## src/rtl/idli_trc_m.sv

```systemverilog
// idli_trc_m - retire-trace unit: per-instruction scoreboard pushed into a DEPTH-entry record FIFO.
// Optional retire timestamps are enabled by defining IDLI_TRC_TSTAMP_EN.
module idli_trc_m #(
  parameter int DEPTH    = 4,
  parameter int NUM_REGS = 16,
  parameter int NUM_PINS = 4,
  parameter int DATA_W   = 16,
  parameter int TS_W     = 16
) (
  input  logic                        i_trc_gck,
  input  logic                        i_trc_rst_n,
  input  logic                        i_trc_new,
  input  logic [DATA_W-1:0]           i_trc_pc,
  input  logic                        i_trc_reg_wr,
  input  logic [$clog2(NUM_REGS)-1:0] i_trc_reg_idx,
  input  logic                        i_trc_pred_wr,
  input  logic                        i_trc_pred_val,
  input  logic [NUM_PINS-1:0]         i_trc_pin_wr,
  input  logic                        i_trc_retire,
  input  logic                        i_trc_clr,
  output logic                        o_trc_vld,
  input  logic                        i_trc_rdy,
  output logic [DATA_W-1:0]           o_trc_pc,
  output logic [NUM_REGS-1:0]         o_trc_reg_mask,
  output logic                        o_trc_pred_wr,
  output logic                        o_trc_pred,
  output logic [NUM_PINS-1:0]         o_trc_pin_mask,
  output logic [TS_W-1:0]             o_trc_ts,
  output logic [$clog2(DEPTH):0]      o_trc_cnt,
  output logic                        o_trc_ovf,
  output logic [7:0]                  o_trc_drop_cnt
);

  localparam int PTR_W = $clog2(DEPTH);
  localparam int CNT_W = PTR_W + 1;

  logic [DATA_W-1:0]   live_pc_q, live_pc_d;
  logic [NUM_REGS-1:0] live_mask_q, live_mask_d;
  logic                live_pwr_q, live_pwr_d;
  logic                live_pred_q, live_pred_d;
  logic [NUM_PINS-1:0] live_pin_q, live_pin_d;

  logic [PTR_W-1:0]    wr_ptr_q, wr_ptr_d, rd_ptr_q, rd_ptr_d;
  logic [CNT_W-1:0]    cnt_q, cnt_d;
  logic                ovf_q, ovf_d;
  logic [7:0]          drop_q, drop_d;

  logic [DATA_W-1:0]   mem_pc_q   [DEPTH];
  logic [NUM_REGS-1:0] mem_mask_q [DEPTH];
  logic                mem_pwr_q  [DEPTH];
  logic                mem_pred_q [DEPTH];
  logic [NUM_PINS-1:0] mem_pin_q  [DEPTH];

  logic [DATA_W-1:0]   rec_pc;
  logic [NUM_REGS-1:0] rec_mask, reg_bit;
  logic                rec_pwr, rec_pred;
  logic [NUM_PINS-1:0] rec_pin;
  logic                full, pop, push, drop, wr_en;

  // Same-cycle events fold into the record; r0 writes never show up in the mask.
  assign reg_bit  = (i_trc_reg_wr && i_trc_reg_idx != '0) ? (NUM_REGS'(1) << i_trc_reg_idx) : '0;
  assign rec_pc   = i_trc_new ? i_trc_pc : live_pc_q;
  assign rec_mask = live_mask_q | reg_bit;
  assign rec_pwr  = live_pwr_q | i_trc_pred_wr;
  assign rec_pred = i_trc_pred_wr ? i_trc_pred_val : live_pred_q;
  assign rec_pin  = live_pin_q | i_trc_pin_wr;

  assign full  = (cnt_q == CNT_W'(DEPTH));
  assign pop   = (cnt_q != '0) && i_trc_rdy;
  assign push  = i_trc_retire && (!full || pop);
  assign drop  = i_trc_retire && full && !pop;
  assign wr_en = push && !i_trc_clr;

  always_comb begin
    live_pc_d   = rec_pc;
    live_mask_d = rec_mask;
    live_pwr_d  = rec_pwr;
    live_pred_d = rec_pred;
    live_pin_d  = rec_pin;
    wr_ptr_d    = wr_ptr_q;
    rd_ptr_d    = rd_ptr_q;
    cnt_d       = cnt_q;
    ovf_d       = ovf_q;
    drop_d      = drop_q;
    if (i_trc_clr) begin
      live_pc_d   = '0;
      live_mask_d = '0;
      live_pwr_d  = 1'b0;
      live_pred_d = 1'b0;
      live_pin_d  = '0;
      wr_ptr_d    = '0;
      rd_ptr_d    = '0;
      cnt_d       = '0;
      ovf_d       = 1'b0;
      drop_d      = '0;
    end else begin
      if (i_trc_retire) begin
        live_mask_d = '0;
        live_pwr_d  = 1'b0;
        live_pred_d = 1'b0;
        live_pin_d  = '0;
      end
      if (push) wr_ptr_d = wr_ptr_q + 1'b1;
      if (pop)  rd_ptr_d = rd_ptr_q + 1'b1;
      cnt_d = cnt_q + CNT_W'(push) - CNT_W'(pop);
      if (drop) begin
        ovf_d = 1'b1;
        if (drop_q != 8'hFF) drop_d = drop_q + 8'd1;
      end
    end
  end

  always_ff @(posedge i_trc_gck or negedge i_trc_rst_n) begin
    if (!i_trc_rst_n) begin
      live_pc_q   <= '0;
      live_mask_q <= '0;
      live_pwr_q  <= 1'b0;
      live_pred_q <= 1'b0;
      live_pin_q  <= '0;
      wr_ptr_q    <= '0;
      rd_ptr_q    <= '0;
      cnt_q       <= '0;
      ovf_q       <= 1'b0;
      drop_q      <= '0;
      for (int i = 0; i < DEPTH; i++) begin
        mem_pc_q[i]   <= '0;
        mem_mask_q[i] <= '0;
        mem_pwr_q[i]  <= 1'b0;
        mem_pred_q[i] <= 1'b0;
        mem_pin_q[i]  <= '0;
      end
    end else begin
      live_pc_q   <= live_pc_d;
      live_mask_q <= live_mask_d;
      live_pwr_q  <= live_pwr_d;
      live_pred_q <= live_pred_d;
      live_pin_q  <= live_pin_d;
      wr_ptr_q    <= wr_ptr_d;
      rd_ptr_q    <= rd_ptr_d;
      cnt_q       <= cnt_d;
      ovf_q       <= ovf_d;
      drop_q      <= drop_d;
      if (wr_en) begin
        mem_pc_q[wr_ptr_q]   <= rec_pc;
        mem_mask_q[wr_ptr_q] <= rec_mask;
        mem_pwr_q[wr_ptr_q]  <= rec_pwr;
        mem_pred_q[wr_ptr_q] <= rec_pred;
        mem_pin_q[wr_ptr_q]  <= rec_pin;
      end
    end
  end

`ifdef IDLI_TRC_TSTAMP_EN
  logic [TS_W-1:0] ts_q, ts_d;
  logic [TS_W-1:0] mem_ts_q [DEPTH];

  // Free-running; deliberately untouched by clear.
  always_comb ts_d = ts_q + 1'b1;

  always_ff @(posedge i_trc_gck or negedge i_trc_rst_n) begin
    if (!i_trc_rst_n) begin
      ts_q <= '0;
      for (int i = 0; i < DEPTH; i++) mem_ts_q[i] <= '0;
    end else begin
      ts_q <= ts_d;
      if (wr_en) mem_ts_q[wr_ptr_q] <= ts_q;
    end
  end

  assign o_trc_ts = mem_ts_q[rd_ptr_q];
`else
  assign o_trc_ts = '0;
`endif

  assign o_trc_vld      = (cnt_q != '0);
  assign o_trc_pc       = mem_pc_q[rd_ptr_q];
  assign o_trc_reg_mask = mem_mask_q[rd_ptr_q];
  assign o_trc_pred_wr  = mem_pwr_q[rd_ptr_q];
  assign o_trc_pred     = mem_pred_q[rd_ptr_q];
  assign o_trc_pin_mask = mem_pin_q[rd_ptr_q];
  assign o_trc_cnt      = cnt_q;
  assign o_trc_ovf      = ovf_q;
  assign o_trc_drop_cnt = drop_q;

endmodule
```

## config.mk

```make
export PLATFORM = sky130hd
export DESIGN_NAME = idli_trc_m
export DESIGN_NICKNAME = d
export VERILOG_FILES = /design/src/rtl/idli_trc_m.sv
export SDC_FILE = /design/constraint.sdc
export NUM_CORES = 1
export LEC_CHECK = 0
export CORE_UTILIZATION = 56
export CTS_CLUSTER_SIZE = 25
export DETAILED_ROUTE_END_ITERATION = 8
export PLACE_DENSITY_LB_ADDON = 0.25
export SETUP_SLACK_MARGIN = 0.15
export SYNTH_ARGS = -nofsm -noshare
export SYNTH_HDL_FRONTEND = slang
export SYNTH_SLANG_ARGS = --single-unit
```

## constraint.sdc

```tcl
create_clock -name i_trc_gck -period 3.46 [get_ports i_trc_gck]
set_clock_uncertainty 0.05 [all_clocks]
set_input_delay 0.346 -clock i_trc_gck [delete_from_list [all_inputs] [get_ports i_trc_gck]]
set_output_delay 0.346 -clock i_trc_gck [all_outputs]
set_load 0.03 [all_outputs]
```

==> results of run 1 <==
-- metrics by stage --
step	power, mW	hold slack (ps)	setup slack, ps
after global routing	8.09	55.7	337
final	7.73	-59.0	459
after global placement	5.36	405	595
after floorplan	4.66	0.409	768
after detailed placement	5.48	416	517
after CTS	7.80	29.3	435
-- cells in the mapped netlist, types with 2 or more instances --
master / number / area [um^2]
dfrtp_1: 206 / 5150
nand2_1: 96 / 360
o21ai_0: 85 / 425
mux2_2: 53 / 597
nor2_1: 41 / 154
mux4_2: 38 / 856
mux2_1: 33 / 372
nor2b_1: 21 / 131
buf_4: 20 / 150
clkbuf_1: 18 / 67.6
a21oi_1: 15 / 75.1
buf_2: 10 / 50.1
buf_6: 9 / 101
ha_1: 7 / 87.6
inv_1: 6 / 22.5
a31oi_1: 5 / 31.3
nand4b_4: 4 / 95.1
mux2i_1: 3 / 30.0
nand4_1: 3 / 18.8
xnor2_1: 3 / 26.3
xor2_1: 3 / 26.3
a211oi_1: 2 / 15.0
and3_1: 2 / 12.5
buf_1: 2 / 7.51
nand3_1: 2 / 10.0
nor4_4: 2 / 42.5
o21ai_1: 2 / 10.0
or3_1: 2 / 12.5
-- area by class of cell --
type,instances,area [um^2],area share (%)
inverter,6,22.5,0.210
sequential,206,5160,48.1
tap,216,270,2.52
clock inverter,7,110,1.03
clock buffer,30,599,5.59
multi-input combinational,448,3540,33.1
timing repair buffer,100,1010,9.45
-- flip-flops by register name, indices dropped and copies added, names as in the netlist, 3 cells and up --
register and flops:
mem_pin_q 16, mem_mask_q 64, o_trc_cnt 3, live_mask_q 16, mem_pred_q 4, mem_pc_q 64, live_pc_q 16, live_pin_q 4
mem_pwr_q 4, o_trc_drop_cnt 8
-- path summary, 6_finish.rpt --
check,cells past startpoint,slack (ps),end,from
worst max-delay path,3,460,o_trc_pred,rd_ptr_q[0]
worst min-delay path,1,-60,live_pc_q[12],i_trc_rst_n
worst max register to register,10,880,o_trc_cnt[2],o_trc_cnt[1]
worst min register to register,2,420,mem_mask_q[19],mem_mask_q[19]
max in group asynchronous,2,2360,o_trc_drop_cnt[4],i_trc_rst_n
min in group i_trc_gck,2,420,mem_mask_q[19],mem_mask_q[19]
-- power by group --
part	internal, mW	leakage (nW)	switching (mW)
clock network	1.43	0.351	0.900
registers	2.90	2.76	0.307
logic	1.10	1.68	1.10
total	5.43	4.80	2.31
-- logic make-up (layout without fill, tap and decap cells) --
family	count (synthesis)	after routing	synth area share [%]
multiplexers	127	127	20.5
AND/OR/NAND/NOR	180	180	9.91
other	1	16	0.0415
adder cells (fa/ha/maj)	8	8	1.19
AO/OA/AOI/OAI	111	111	6.34
buffers and inverters	65	143	4.41
flip-flops	206	206	57.0
XOR/XNOR	6	6	0.581
-- per-layer routing --
metal  track usage (%)  vias up
li1                  -     2585
met1              31.5     2931
met2              41.6      118
met3              3.51       25
met4              5.74        0
met5                 0        -
==> flow_metrics.py, run 1 <==
metrics = {
    "cts": {
        "ctsLongestPathBuffers": 3,
        "h-tree-depth": 1,
        "root_buffer": "clkbuf_16",
        "postCtsSetupBuffers": 0,
        "cts_tree": "built",
        "insertion_delay_ps": 490,
        "cts_buffers": 21,
        "cts.clk_slew.worst_paths_ps": 60,
        "cts_resized": 0,
        "postCtsHoldBufs": 0,
        "cts_num_sinks": 206,
    },
    "place": {
        "gp_congestion": 0.787,
        "post_dp_cell_area_um2": 10000,
        "io_buffers": 83,
        "dp_hpwl_um": 11900,
        "placed_cells": 976,
    },
    "sta": {
        "drv_slew": 0,
        "period_share_pct": 86.7,
        "hold_viol": 16,
        "fmax_mhz": 333,
        "setup_violations": 0,
        "max_slew_margin_pct": 30.2,
        "rsz0062_at_grt": "no",
        "hold_slack_ps": -59.0,
        "worst_pin_slew_ps": 1050,
        "min_period_ps": 3000,
        "finalSetupTns_ps": 0,
    },
    "cells_and_area": {
        "nFillCells": 1125,
        "drive_above_1_share_pct": 18.9,
        "n_antenna_cell": 0,
        "final_cells": 1013,
        "final_area_um2": 10700,
        "nets": 824,
        "final_common_cell": "dfrtp_1",
        "final_cell_mix": "dfrtp_1, nand2_1, o21ai_0",
        "utilization_pct": 67.7,
        "area_growth_pct": 18.5,
    },
    "global_routing": {
        "grt_first_pass_wirelength_um": 30700,
        "grt_max_degree": 134,
        "grt_use_total_pct": 23.7,
        "antenna_found_initial": 0,
        "grt_overflow": 0,
        "grt_pass1_vias": 5938,
    },
    "drt": {
        "wl_met3_um": 709,
        "vias": 5659,
        "top_layer": "met4",
        "ant_nets": 0,
        "wl_met2_um": 9520,
        "first_pass_iters": 7,
        "vias_per_cell": 5.59,
        "routedWlPerCell_um": 18.2,
        "routedLengthMet1_um": 7890,
        "drc": 0,
        "wl_um": 18400,
        "initialDrtViolationCount": 262,
    },
    "floorplanning": {
        "initial_utilization_pct": 57.1,
        "core-area_um2": 15800,
        "die_y_um": 129,
        "dieArea_um2": 16700,
        "die_x_um": 129,
        "io_pins": 100,
        "rows": 46,
    },
    "pwr": {
        "power_density_nw_per_um2": 722,
        "ir_worst_vdd_v": 0.000573,
        "p_leak_nw": 4.80,
    },
    "critical_path": {
        "cp.required_ps": 3060,
        "crit_type": "reg2out",
        "crit_chain": "buf_12, mux4_2, clkdlybuf4s50_1",
        "startpoint_type": "flip-flop",
        "max_stage_delay_ps": 680,
        "arrival_ps": 2610,
        "endpoint_kind": "output port",
        "cpLargestDelayFamily": "buffers and inverters",
        "crit_fanout": 14,
        "cp_slowest_cell": "dfrtp_2",
        "critical_path_buf_inv_count": 2,
    },
    "outcome": {
        "status": "finished with violations",
        "violations": "hold timing",
    },
    "worst_hold_path": {
        "hold_class": "in2async",
    },
    "yosys": {
        "synthArstFlopShare_pct": 100,
        "yosysSeqAreaShare_pct": 57.0,
        "ys.flop_type": "dfrtp_1",
        "synth_edf_count": 0,
        "synth_cell_type_count": 39,
        "ys_warn_count": 0,
        "synthesis.area_um2": 9040,
        "syn_area_per_cell_um2": 12.8,
        "ys_seq_elements": 206,
        "syn_inst": 704,
    },
    "flow_run": {
        "maxCapViolCount": 0,
    },
}
(Power assumes the default switching activity.)
==> run 2: changes to the inputs <==
--- a/config.mk
+++ b/config.mk
@@ -5,6 +5,7 @@
 export SDC_FILE = /design/constraint.sdc
 export NUM_CORES = 1
 export LEC_CHECK = 0
+export CORE_MARGIN = 1.5
 export CORE_UTILIZATION = 56
 export CTS_CLUSTER_SIZE = 25
 export DETAILED_ROUTE_END_ITERATION = 8
==> run 2 against run 1 <==
Against the previous run: the run now ends clean; power increased by 1.1%; highest routed layer unchanged; die area grew 1.6%; critical endpoint is now o_trc_pc[8]; final area rose by 0.26%; routed wire length grew 0.35%; sequential power is essentially flat.
==> flow_metrics.py, run 2 (same netlist as run 1, synthesis figures left out) <==
metrics = {
    "outcome": {
        "status": "complete, no violations",
    },
    "place": {
        "post_dp_cell_area_um2": 9970,
        "io_buffers": 83,
        "dp_hpwl_um": 11800,
        "gp_congestion": 0.764,
        "placed_cells": 975,
    },
    "pwr": {
        "ir_worst_vdd_v": 0.000424,
        "power_density_nw_per_um2": 727,
        "pwr-share-seq_pct": 41.0,
        "swShare_pct": 29.6,
        "power.switching_mw": 2.31,
        "combinationalPowerShare_pct": 27.9,
        "p_clk_share_pct": 31.1,
        "internal_power_mw": 5.50,
        "p_leak_nw": 4.81,
    },
    "critical_path": {
        "max_stage_delay_ps": 620,
        "endpoint_kind": "output port",
        "arrival_ps": 2580,
        "crit_chain": "buf_4, mux4_2, clkdlybuf4s50_1",
        "startpoint_type": "flip-flop",
        "crit_type": "reg2out",
        "crit_fanout": 11,
        "cp_slowest_cell": "clkdlybuf4s50_1",
        "cp.required_ps": 3060,
    },
    "global_routing": {
        "grt_overflow": 0,
        "grt_use_total_pct": 23.1,
        "antenna_found_initial": 0,
        "grt_first_pass_wirelength_um": 30600,
        "grt_pass1_vias": 6090,
        "grt_max_degree": 88,
    },
    "sta": {
        "finalSetupTns_ps": 0,
        "fmax_mhz": 337,
        "setup_violations": 0,
        "rsz0062_at_grt": "no",
        "period_share_pct": 85.9,
        "min_period_ps": 2970,
        "worst_pin_slew_ps": 802,
        "max_slew_margin_pct": 46.4,
        "hold_viol": 0,
        "drv_slew": 0,
    },
    "cts": {
        "ctsLongestPathBuffers": 3,
        "h-tree-depth": 1,
        "cts_num_sinks": 206,
        "insertion_delay_ps": 490,
        "cts_buffers": 22,
        "cts_resized": 0,
        "postCtsSetupBuffers": 0,
        "cts.clk_slew.worst_paths_ps": 60,
        "root_buffer": "clkbuf_16",
        "cts_tree": "built",
    },
    "cells_and_area": {
        "drive_above_1_share_pct": 19.2,
        "final_common_cell": "dfrtp_1",
        "area_growth_pct": 18.8,
        "final_area_um2": 10700,
        "nFillCells": 1169,
        "seq_area_um2": 5160,
        "n_antenna_cell": 0,
        "final_cells": 1014,
        "final_cell_mix": "dfrtp_1, nand2_1, o21ai_0",
        "reg_top3": "mem_mask_q: 64 flops, mem_pc_q: 64 flops",
        "nets": 825,
        "multi_input_area_um2": 3540,
    },
    "floorplanning": {
        "rows": 46,
        "die_y_um": 130,
        "die_x_um": 130,
        "initial_utilization_pct": 57.1,
        "dieArea_um2": 16900,
        "io_pins": 100,
        "core-area_um2": 15800,
    },
    "drt": {
        "first_pass_iters": 4,
        "vias_per_cell": 5.64,
        "vias": 5716,
        "routedWlPerCell_um": 18.2,
        "drc": 0,
        "initialDrtViolationCount": 254,
        "ant_nets": 0,
        "wl_um": 18500,
    },
    "flow_run": {
        "maxCapViolCount": 0,
    },
    "worst_hold_path": {
        "hold_class": "in2async",
    },
}
[run 2: changes by cell type in the layout (fill, tap and decap cells not counted), sizes merged]
cell	change
dlygate4sd3	+1
clkinvlp	+1
buf	-1
[run 2: through the flow]
step | hold slack [ps] | power [mW] | util, % | setup WS, ps
floorplan | 0.409 | 4.66 | - | 768
global placement | 374 | 5.34 | 63.0 | 592
detailed placement | 397 | 5.45 | 63.0 | 569
CTS | 430 | 7.90 | 67.9 | 428
global route | 451 | 8.19 | 67.9 | 352
finish | 400 | 7.81 | 67.9 | 489
[run 2: metal layers]
metal / global-route usage, % / wire, um
met5: 0 / 0
met4: 6.41 / 396
met3: 3.24 / 711
met2: 40.2 / 9430
met1: 30.7 / 7930
[run 2: power by group through the flow]
stage | Sequential [mW] | Clock, mW | Combinational, mW
after floorplan | 3.13 | 0 | 1.53
after global placement | 3.19 | 0 | 2.15
after detailed placement | 3.25 | 0 | 2.20
after CTS | 3.21 | 2.48 | 2.21
after global routing | 3.27 | 2.57 | 2.35
final | 3.20 | 2.43 | 2.18
[run 2: timing repair]
item	4_1_cts	5_1_grt
endpoints found under the setup margin	0	0
hold endpoints to repair	85	0
hold buffers	1	0
[run 2: layout make-up]
cell class | count | area share (%)
multi-input cells | 448 | 33.0
clock buffers | 30 | 5.97
well taps | 216 | 2.52
inverters | 6 | 0.210
clock inverters | 8 | 1.09
flip-flops and latches | 206 | 48.0
repair buffers | 100 | 9.21
[run 2: worst max-delay path, delay by kind of cell, from the launching register on]
| family | cells | cell delay [ps] |
|---|---|---|
| buffers and inverters | 2 | 940 |
| flip-flops | 1 | 590 |
| multiplexers | 1 | 550 |
[run 2: path summary, 6_finish.rpt]
| check | slack (ps) | endpoint | depth (start not counted) | startpoint |
|---|---|---|---|---|
| max | 490 | o_trc_pc[8] | 3 | rd_ptr_q[0] |
| min | 400 | live_pc_q[11] | 2 | i_trc_rst_n |
| max reg2reg | 940 | o_trc_cnt[2] | 10 | o_trc_cnt[1] |
| min reg2reg | 430 | mem_pin_q[13] | 2 | mem_pin_q[13] |
| max in group asynchronous | 1880 | mem_mask_q[49] | 3 | i_trc_rst_n |
| min in group i_trc_gck | 430 | mem_pin_q[13] | 2 | mem_pin_q[13] |
==> run 3: changes to the inputs <==
--- a/config.mk
+++ b/config.mk
@@ -5,9 +5,10 @@
 export SDC_FILE = /design/constraint.sdc
 export NUM_CORES = 1
 export LEC_CHECK = 0
+export CAP_MARGIN = 20
 export CORE_MARGIN = 1.5
 export CORE_UTILIZATION = 56
-export CTS_CLUSTER_SIZE = 25
+export CTS_CLUSTER_SIZE = 12
 export DETAILED_ROUTE_END_ITERATION = 8
 export PLACE_DENSITY_LB_ADDON = 0.25
 export SETUP_SLACK_MARGIN = 0.15
==> run 3 against run 2 <==
Against the previous run: die area stayed put; sequential power hardly changed; maximum frequency is 0.65% lower; combinational power hardly changed; final area is 0.63% lower; core utilization is 0.43 points lower; first-iteration DRC count is 39% higher; critical path depth stayed put; critical path type unchanged; critical endpoint is now o_trc_reg_mask[2].
==> flow_metrics.py, run 3 (same netlist as run 1, synthesis figures left out) <==
metrics = {
    "floorplanning": {
        "io_pins": 100,
        "core-area_um2": 15800,
        "rows": 46,
        "dieArea_um2": 16900,
        "initial_utilization_pct": 57.1,
        "die_x_um": 130,
        "die_y_um": 130,
    },
    "sta": {
        "max_slew_margin_pct": 45.7,
        "fmax_mhz": 334,
        "rsz0062_at_grt": "no",
        "min_period_ps": 2990,
        "setup_violations": 0,
        "hold_viol": 0,
        "drv_slew": 0,
        "hold_slack_ps": 403,
        "worst_pin_slew_ps": 812,
        "finalSetupTns_ps": 0,
        "period_share_pct": 86.4,
    },
    "drt": {
        "ant_nets": 0,
        "vias": 5719,
        "vias_per_cell": 5.65,
        "drc": 0,
        "routedWlPerCell_um": 18.2,
        "first_pass_iters": 4,
        "initialDrtViolationCount": 352,
        "wl_um": 18400,
    },
    "cts": {
        "h-tree-depth": 1,
        "cts_tree": "built",
        "ctsLongestPathBuffers": 3,
        "cts_num_sinks": 206,
        "postCtsSetupBuffers": 0,
        "postCtsHoldBufs": 1,
        "insertion_delay_ps": 500,
        "cts_buffers": 22,
        "cts_resized": 0,
        "cts.clk_slew.worst_paths_ps": 60,
        "root_buffer": "clkbuf_16",
    },
    "critical_path": {
        "r2r_end": "o_trc_cnt[2]",
        "r2r_slack_ps": 940,
        "startpoint": "rd_ptr_q[1]",
        "cp.required_ps": 3060,
        "startpoint_type": "flip-flop",
        "crit_type": "reg2out",
        "endpoint": "o_trc_reg_mask[2]",
        "reg2reg_depth": 10,
        "endpoint_kind": "output port",
        "timing.rr.start": "o_trc_cnt[1]",
        "arrival_ps": 2590,
        "crit_fanout": 22,
    },
    "pwr": {
        "p_leak_nw": 4.78,
        "ir_worst_vdd_v": 0.000547,
        "power_density_nw_per_um2": 716,
    },
    "cells_and_area": {
        "seq_area_um2": 5160,
        "multi_input_area_um2": 3540,
        "n_antenna_cell": 0,
        "nets": 825,
        "final_cell_mix": "dfrtp_1, nand2_1, o21ai_0",
        "nFillCells": 1172,
        "area_growth_pct": 18.1,
        "final_common_cell": "dfrtp_1",
        "reg_top3": "mem_mask_q: 64 flops, mem_pc_q: 64 flops",
        "drive_above_1_share_pct": 18.5,
    },
    "global_routing": {
        "grt_first_pass_wirelength_um": 30700,
        "grt_overflow": 0,
        "grt_use_total_pct": 23.1,
        "grt_max_degree": 88,
        "grt_pass1_vias": 6114,
        "antenna_found_initial": 0,
    },
    "place": {
        "gp_congestion": 0.764,
        "io_buffers": 83,
        "dp_hpwl_um": 11800,
    },
    "outcome": {
        "status": "complete, no violations",
    },
    "worst_hold_path": {
        "hold_class": "in2async",
    },
    "flow_run": {
        "maxCapViolCount": 0,
    },
}
run 3: cell count changes in the layout (fill, tap and decap cells not counted):
| cell | previous run | this run |
|---|---|---|
| clkbuf_1 | 3 | 7 |
| clkinv_2 | 4 | 1 |
| bufinv_16 | 3 | 1 |
| clkinvlp_4 | 1 | 0 |
run 3: worst max-delay path, cell delays in order, from the launching register on:
cell	delay (ps)
dfrtp_2	760
buf_4	340
mux4_2	370
clkdlybuf4s50_1	620
run 3: worst min-delay path by stage:
stage | endpoint | from | slack (ps)
6_report | live_pc_q[11] | i_trc_rst_n | 400
5_1_grt | mem_mask_q[13] | mem_mask_q[13] | 450
4_1_cts | mem_mask_q[25] | mem_mask_q[25] | 430
3_5_place_dp | live_pc_q[11] | i_trc_rst_n | 400
3_3_place_gp | live_pc_q[10] | i_trc_rst_n | 370
2_1_floorplan | live_mask_q[0] | i_trc_rst_n | 0.4
run 3: per-stage QoR:
| stage | instance area, um^2 | setup slack [ps] | power, mW | util [%] | instances |
|---|---|---|---|---|---|
| 3_3_place_gp | 9970 | 592 | 5.34 | 63.0 | 975 |
| 2_1_floorplan | 9100 | 768 | 4.66 | - | 719 |
| 3_5_place_dp | 9970 | 569 | 5.45 | 63.0 | 975 |
| 4_1_cts | 10700 | 428 | 7.72 | 67.4 | 1012 |
| 6_report | 10700 | 470 | 7.64 | 67.4 | 1012 |
| 5_1_grt | 10700 | 357 | 8.01 | 67.4 | 1012 |
run 3: power breakdown:
group          total, mW  switching (mW)  internal [mW]
Sequential          3.20           0.305           2.90
Combinational       2.18            1.09           1.09
Clock               2.26           0.893           1.37
run 3: per-layer routing:
metal / part of all wire (%) / wire, um / track usage, %
met5: 0 / 0 / 0
met4: 2.2 / 414 / 6.47
met3: 3.5 / 641 / 3.16
met2: 51 / 9330 / 39.4
met1: 44 / 8060 / 31.4
run 3: area by class of cell:
type                       count  area share [%]
clock buffer                  34            6.15
clock inverter                 2           0.328
inverter                       6           0.211
multi-input combinational    448            33.2
sequential                   206            48.3
tap                          216            2.53
timing repair buffer         100            9.27
==> RTL change: new RTL, flow settings as in run 3 <==
Change the parameter `DEPTH` from 4 to 2.
--- a/src/rtl/idli_trc_m.sv
+++ b/src/rtl/idli_trc_m.sv
@@ -3,3 +3,3 @@
 module idli_trc_m #(
-  parameter int DEPTH    = 4,
+  parameter int DEPTH    = 2,
   parameter int NUM_REGS = 16,
Interface: changed (resized o_trc_cnt); port bits go from 100 to 99. The function was not compared with the original's and may differ.
==> RTL change against run 3 <==
- sequential cell count fell by 79
- core utilization rose by 6.8 points
- power fell by 27%
- global-route usage rose by 1.8 points
- design area fell by 35%
- setup slack improved by 91 ps
- combinational power fell by 25%
- sequential share of layout area fell by 2.2 points
- wire length fell by 37%
- clock power fell by 16%
- count of clock-buffer cells in the layout fell by 15
- maximum frequency rose by 3.1%
- synthesized area fell by 40%
- highest routed layer unchanged
==> RTL change: results (changes against run 3) <==
- Run status: completed
- Resized cells post-CTS: 0 (unchanged)
- Top Registers: mem_mask_q: 32 flops, mem_pc_q: 32 flops
- Global-route wire length before repair: 19200 um (-37%)
- ANT cells: 0 (unchanged)
- Port Buf Inserts: 82 (-1.2%)
- Via count: 3837 (-33%)
- Clock transition at path regs: 60 ps (about the same)
- Final layout net count: 617 (-25%)
- Max-slew headroom: 36.1% (-9.6 points)
- FF-to-FF path depth: 3 (-7)
- Worst Hold Class: reg2reg
- Fin. Hold Viols: 0 (unchanged)
- Top cells by area, synth: dfrtp_1 (59%), mux2_2 (7.9%), nor2_1 (6.5%), a21oi_1 (4.6%), o21ai_0 (3.6%)
- Hold depth: 2
- RR Startpoint: o_trc_cnt[1]
- Post-synthesis sequential area ratio: 59.0% (+2.0 points)
- Routed length per instance: 16.0 um (-12%)
- Layout cells sized above 1: 14.1% (-4.3 points)
- Clock latency at the later pin of the worst-skew pair: ~500 ps
- Worst Hold Launch: mem_mask_q[20]
- Leak: 3.11 nW (-35%)
- Critical R2R Capture: mem_mask_q[23]
- Flop2flop setup slack: 1280 ps (+340 ps)
- Initial drt markers: 177 (-50%)
- Initial antenna violation count: 0 (unchanged)
- Commonest cells post-synth: dfrtp_1 (127), nor2_1 (93), a21oi_1 (50)
- Hold EP: mem_mask_q[20]
- Yosys warns: 0 (unchanged)
- Global placer's final weighted congestion: 0.794 (+3.8%)
- Synth Flop Type: dfrtp_1
- Share of synthesized registers carrying an async set or reset: 100% (unchanged)
- Hpwl dp: 7160 um (-39%)
- H-tree depth: 4 (+3)
- CP Data Arrival Time: 2500 ps (-90 ps)
- Pre-CTS WS: 964 ps (+395 ps)
- Internal power: 3.80 mW (-29%)
- Fillers: 655 (-44%)
- Dpl cell area: 6240 um2 (-37%)
- Clock Tree Buf Depth: 2 (-1)
- TritonCTS Buffers: 17 (-23%)
- Total Routing Usage GR: 24.9% (+1.8 points)
- Largest net degree at the start of global routing: 77 (-13%)
- Post-synth cell types: 39 (unchanged)
- Vias in the first global route: 3863 (-37%)
- Largest fanout on the critical path: 19 (-14%)
- Drt pass-1 iters: 5 (+1)
- Peak supply drop: 0.441 mV (-19%)
- Sequential Power Share: 36.5% (-5.4 points)
- CTS root buffer: clkbuf_8
[RTL change: logic make-up after synthesis]
group           count (synthesis)  synth area share (%)
simple gates                  159                  12.7
fa+ha+maj                       3                 0.697
compound gates                 97                  9.32
buf+inv                        45                  5.21
xor+xnor                        8                  1.30
other cells                     1                0.0697
mux                            58                  11.7
flops                         127                  59.0
[RTL change: worst max-delay path by stage]
stage | cells past startpoint | slack, ps | to | from
after floorplan | 6 | 1480 | o_trc_cnt[0] | o_trc_cnt[1]
after global placement | 4 | 1060 | mem_mask_q[25] | i_trc_rdy
after detailed placement | 4 | 960 | mem_mask_q[23] | i_trc_rdy
after CTS | 3 | 550 | o_trc_reg_mask[5] | rd_ptr_q
after global routing | 3 | 470 | o_trc_reg_mask[0] | rd_ptr_q
final | 3 | 560 | o_trc_reg_mask[5] | rd_ptr_q
[RTL change: worst max-delay path, cell delays in order, from the launching register on]
cell,delay [ps]
dfrtp_2,690
buf_4,320
mux2_2,370
clkdlybuf4s50_1,610
[RTL change: final cells by class]
| cell class | count | area (um2) | area share [%] |
|---|---|---|---|
| Clock inverter | 13 | 213 | 3.09 |
| Tap cell | 129 | 161 | 2.34 |
| Timing Repair Buffer | 92 | 908 | 13.2 |
| Inverter | 2 | 7.51 | 0.109 |
| Sequential cell | 127 | 3180 | 46.1 |
| Multi-Input combinational cell | 341 | 2000 | 29.0 |
| Clock buffer | 19 | 422 | 6.12 |
[RTL change: power by group through the flow]
stage / Clock, mW / Sequential [mW] / Combinational (mW)
floorplan: 0 / 1.99 / 1.09
global placement: 0 / 2.02 / 1.59
detailed placement: 0 / 2.05 / 1.63
CTS: 1.91 / 2.03 / 1.66
global route: 1.98 / 2.07 / 1.77
finish: 1.89 / 2.03 / 1.64
[RTL change: timing repair]
item,in CTS,in global routing
hold buffers,1,0
buffers inserted,0,0
endpoints found under the hold margin,70,0
[RTL change: routing by layer]
metal | vias up | part of all wire [%] | global-route usage [%]
met1 | 1888 | 43 | 32.1
met2 | 116 | 51 | 41.9
met3 | 17 | 4.9 | 6.24
met4 | 0 | 1.1 | 7.37
met5 | - | 0 | 0
li1 | 1816 | - | -
[RTL change: stage by stage]
step	utilization [%]	hold slack [ps]	cells
2_1_floorplan	-	0.409	513
6_report	74.2	431	723
4_1_cts	74.2	422	723
5_1_grt	74.2	443	723
3_5_place_dp	67.3	417	690
3_3_place_gp	67.3	407	690
